--- config.mk ---
export PLATFORM = sky130hd
export DESIGN_NAME = serial_rx_mc
export DESIGN_NICKNAME = d
export VERILOG_FILES = /design/src/rtl/serial_rx_mc.sv
export SDC_FILE = /design/constraint.sdc
export NUM_CORES = 1
export LEC_CHECK = 0
export ABC_CLOCK_PERIOD_IN_PS = 11700
export CAP_MARGIN = 20
export CORE_MARGIN = 2
export CORE_UTILIZATION = 55
export CTS_CLUSTER_DIAMETER = 150
export DETAILED_ROUTE_END_ITERATION = 10
export PLACE_DENSITY = 0.89
export SLEW_MARGIN = 20
export SYNTH_ARGS = -nofsm -noshare
export SYNTH_HDL_FRONTEND = slang
export SYNTH_SLANG_ARGS = --single-unit
--- constraint.sdc ---
create_clock -name clk -period 11.7 [get_ports clk]
set_input_delay 1.17 -clock clk [delete_from_list [all_inputs] [get_ports clk]]
set_output_delay 1.17 -clock clk [all_outputs]
set_load 0.005 [all_outputs]
--- src/rtl/serial_rx_mc.sv ---
// rtl/serial_rx_mc.sv - multi-lane serial word receiver timed off a shared count timebase
module serial_rx_mc #(
    parameter int P_NCH       = 4,
    parameter int P_DW        = 32,
    parameter int P_LSB_FIRST = 0
) (
    input  logic                   clk,
    input  logic                   rst,
    input  logic [P_NCH-1:0]       a,
    input  logic                   start,
    input  logic [7:0]             nbits,
    input  logic [31:0]            n0,
    input  logic [31:0]            n1,
    input  logic [31:0]            cnt,
    output logic [P_NCH*P_DW-1:0]  data,
    output logic                   valid,
    output logic                   busy,
    output logic                   start_ign
);

    typedef enum logic [1:0] {S_IDLE, S_WAIT0, S_SHIFT} state_t;

    localparam logic [7:0] NB_MAX = 8'((P_DW > 255) ? 255 : P_DW);

    state_t                state_q;
    logic [31:0]           t_q;
    logic [31:0]           n1_q;
    logic [7:0]            nb_q;
    logic [7:0]            bitcnt_q;
    logic [P_DW-1:0]       sh_q [P_NCH];
    logic [P_DW-1:0]       sh_d [P_NCH];
    logic [P_NCH*P_DW-1:0] data_q;
    logic                  valid_q;
    logic                  start_ign_q;

    logic [31:0]           n0_clamp;
    logic [31:0]           n1_clamp;
    logic [7:0]            nb_clamp;
    logic [P_DW-1:0]       bit_mask;
    logic                  hit;
    logic                  last_bit;

    always_comb begin
        n0_clamp = (n0 == 32'd0) ? 32'd1 : n0;
        n1_clamp = (n1 == 32'd0) ? 32'd1 : n1;
        if (nbits == 8'd0) begin
            nb_clamp = 8'd1;
        end else if (nbits > NB_MAX) begin
            nb_clamp = NB_MAX;
        end else begin
            nb_clamp = nbits;
        end
    end

    // Equality only: cnt wrap-around needs no special handling.
    assign hit      = (cnt == t_q);
    assign last_bit = (bitcnt_q == nb_q - 8'd1);
    assign bit_mask = {{(P_DW-1){1'b0}}, 1'b1} << bitcnt_q;

    // Next shift-register contents if this cycle is a sample instant.
    always_comb begin
        for (int k = 0; k < P_NCH; k++) begin
            if (P_LSB_FIRST != 0) begin
                sh_d[k] = sh_q[k] | (a[k] ? bit_mask : '0);
            end else begin
                sh_d[k] = {sh_q[k][P_DW-2:0], a[k]};
            end
        end
    end

    always_ff @(posedge clk or posedge rst) begin
        if (rst) begin
            state_q     <= S_IDLE;
            t_q         <= '0;
            n1_q        <= '0;
            nb_q        <= '0;
            bitcnt_q    <= '0;
            data_q      <= '0;
            valid_q     <= 1'b0;
            start_ign_q <= 1'b0;
            for (int k = 0; k < P_NCH; k++) sh_q[k] <= '0;
        end else begin
            valid_q     <= 1'b0;
            start_ign_q <= start && (state_q != S_IDLE);
            case (state_q)
                S_IDLE: begin
                    if (start) begin
                        n1_q     <= n1_clamp;
                        nb_q     <= nb_clamp;
                        t_q      <= cnt + n0_clamp;
                        bitcnt_q <= '0;
                        for (int k = 0; k < P_NCH; k++) sh_q[k] <= '0;
                        state_q  <= S_WAIT0;
                    end
                end
                S_WAIT0: begin
                    if (hit) begin
                        t_q     <= t_q + n1_q;
                        state_q <= S_SHIFT;
                    end
                end
                S_SHIFT: begin
                    if (hit) begin
                        for (int k = 0; k < P_NCH; k++) sh_q[k] <= sh_d[k];
                        bitcnt_q <= bitcnt_q + 8'd1;
                        t_q      <= t_q + n1_q;
                        if (last_bit) begin
                            for (int k = 0; k < P_NCH; k++) data_q[k*P_DW +: P_DW] <= sh_d[k];
                            valid_q <= 1'b1;
                            state_q <= S_IDLE;
                        end
                    end
                end
                default: state_q <= S_IDLE;
            endcase
        end
    end

    assign data      = data_q;
    assign valid     = valid_q;
    assign busy      = (state_q != S_IDLE);
    assign start_ign = start_ign_q;

endmodule
==> impl_metrics.toml <==
[clock_network]
hold_buffers = 0
cts.sink_count = 336
clkSlewWorstSetupHoldPaths_ns = 0.06
cts_max_path_buffers = 3
ctsResizeCount = 0
insertion_delay_ns = 0.52
cts_tree = "built"
h-tree-depth = 2
cts_buffers = 36
root_buffer = "clkbuf_16"
postCtsSetupBuffers = 0

[grt]
grtUsageTotal = 0.282
antenna_found_initial = 2
grt_max_degree = 156
overflow = 0
grt_pass1_vias = 14600
grt_pass1_wl_um = 75300

[drt]
drt-wirelength-per-cell_um = 18.1
vias_per_cell = 5.82
drc = 0
wl_um = 46100
drt_iter0_markers = 1139
via_count = 14800
postRouteAntennaNets = 0
dr.pass1.iters = 6

[synthesis]
synth_edf_count = 0
postSynthCellCount = 1962
ys_types = 67
yosysWarnings = 0
synth_compound_area_frac = 0.0974
netlist_area_um2 = 17200
synthXorXnorAreaFrac = 0.0500
synthSimpleGateAreaFrac = 0.248
avgSynthCellArea_um2 = 8.74
ys.flop_type = "dfrtp_1"
synth_area_leaders = "dfrtp_1 (49%), nand2_1 (15%), ha_1 (4.9%)"
seq_area_frac_synth = 0.490
synth_mux_area_frac = 0.0258
syn_nets = 2142
synthAdderAreaFrac = 0.0512
ys_ff_latch = 336
yosys.area.top_type_share = 0.490
synth_top_family_by_area = "simple AND/OR/NAND/NOR gates"
async_reset_ff_frac = 1.00
synth.largest_area_cell = "dfrtp_1"

[timing]
min_period_ns = 4.71
slew_headroom = 0.253
hold_violations = 0
skew_ns = 0.0173
clock.fmax_mhz = 212
finalCritPeriodShare = 0.402
setup_viol = 0
hold-worst-slack_ns = 0.466
drv_slew = 0
tns_ns = 0
worst_pin_slew_ns = 1.12
rsz0062_at_grt = "no"

[pwr]
finalPower_mw = 3.27
peakVddDrop_mv = 0.114
cellPowerDensity_nw_per_um2 = 157
leakagePower_nw = 10.5

[worst_hold_path]
min_path_cells = 2
hp-class = "reg -> reg"

[floorplanning]
initial_utilization = 0.559
die_width_um = 181
ios = 242
die_h_um = 181
row_count = 64
floorplan.die_area_um2 = 32600
core_area_um2 = 30700

[setup_path]
critPathKind = "in -> reg"
r2r_cells = 9
crit_required_ns = 12.09
arrival_ns = 5.10
crit_fanout = 108
critPathLaunchType = "input port"
crit_path_end_kind = "register"

[place]
place_congestion = 1.01
post-dp-hpwl_um = 31800
numPortBuffers = 241
dp_cells = 2479

[final_layout]
final_cells = 2545
mostFrequentLayoutCell = "nand2_1"
final_core_util = 0.679
fin_nets = 2302
final_cell_mix = "nand2_1 (688), dfrtp_1 (336), clkdlybuf4s50_1 (241)"
syn_to_final_growth_pct = 21.3
drive_gt1_frac = 0.0573

[run]
timing.max_cap.violations = 0

[run_status]
run_status = "finished, final reports clean"
layer usage:
| layer | vias to the layer above | global-route usage | share of wire |
|---|---|---|---|
| li1 | 6894 | - | - |
| met1 | 7235 | 0.375 | 0.41 |
| met2 | 566 | 0.472 | 0.49 |
| met3 | 118 | 0.0374 | 0.064 |
| met4 | 0 | 0.110 | 0.041 |
| met5 | - | 0 | 0 |
registers in the layout, indices dropped and copies added (netlist names):
| register | flops |
|---|---|
| sh_d | 124 |
| t_q | 32 |
| nb_q | 8 |
| start_ign | 1 |
| bitcnt_q | 8 |
| n1_q | 32 |
| data | 128 |
| state_q | 2 |
| valid | 1 |
metrics by stage:
stage / setup WS (ns) / instance area (um2)
detailed placement: 6.51 / 19700
finish: 6.99 / 20800
floorplan: 1.22 / 17200
global route: 6.65 / 20800
global placement: 6.65 / 19700
CTS: 7.04 / 20800
report_power, final:
part	switching (mW)	internal (mW)	total, mW	leakage [nW]
Clock	0.466	0.614	1.08	0.548
Combinational	0.486	0.360	0.846	5.34
Sequential	0.103	1.24	1.35	4.63
Yosys cell counts (all sizes together) (3+ instances only):
library cell / count
nor2b: 10
o31ai: 3
dfrtp: 336
nand2b: 8
and2: 3
a211oi: 14
ha: 67
xor2: 22
clkbuf: 78
a21o: 32
nand3: 147
xnor2: 76
o211ai: 7
o21a: 9
mux2: 34
and3: 5
a21oi: 80
nor2: 75
a31oi: 16
o41a: 3
inv: 23
buf: 53
nand4: 24
o22ai: 4
o21ai: 46
mux2i: 6
nor4: 25
o221ai: 4
a211o: 3
or3: 8
a22o: 5
o21bai: 4
nor3: 16
nand2: 689
cells by family after synthesis:
group | count (synthesis)
AOI/OAI and AO/OA | 249
xor gates and xnor gates | 98
adders and majority gates | 69
buffers and inverters | 154
DFF | 336
muxes | 40
and+or+nand+nor | 1016
critical path, cell delays in order:
cell	delay, ns
clkdlybuf4s50_1	0.44
xnor2_1	0.32
nand4_1	0.17
nor4_1	0.33
nand2_1	0.36
a211oi_4	0.85
buf_4	0.98
nand4_1	0.21
xor2_1	0.18
nor2_1	0.05
final timing paths:
kind | end | slack, ns | startpoint
min in group asynchronous | data[108]$_DFFE_PP0P_ | 1.18 | rst
max | bitcnt_q[4]$_DFFE_PP0P_ | 6.99 | cnt[7]
min reg2reg | data[78]$_DFFE_PP0P_ | 0.47 | data[78]$_DFFE_PP0P_
min | data[78]$_DFFE_PP0P_ | 0.47 | data[78]$_DFFE_PP0P_
max reg2reg | bitcnt_q[4]$_DFFE_PP0P_ | 7.65 | t_q[21]$_DFFE_PP0P_
max in group asynchronous | data[17]$_DFFE_PP0P_ | 9.08 | rst
area by class of cell:
cell class                      instances  area, um2
Timing Repair Buffer                  253       2520
Fill cell                            2318       9850
Inverter                               23       98.8
Antenna cell                            2       5.00
Clock inverter                         11       95.1
Sequential cell                       336       8410
Clock buffer                           52       1020
Multi-Input combinational cell       1472       8170
Tap cell                              396        495
Note: power is estimated with default switching activity, not from simulation.
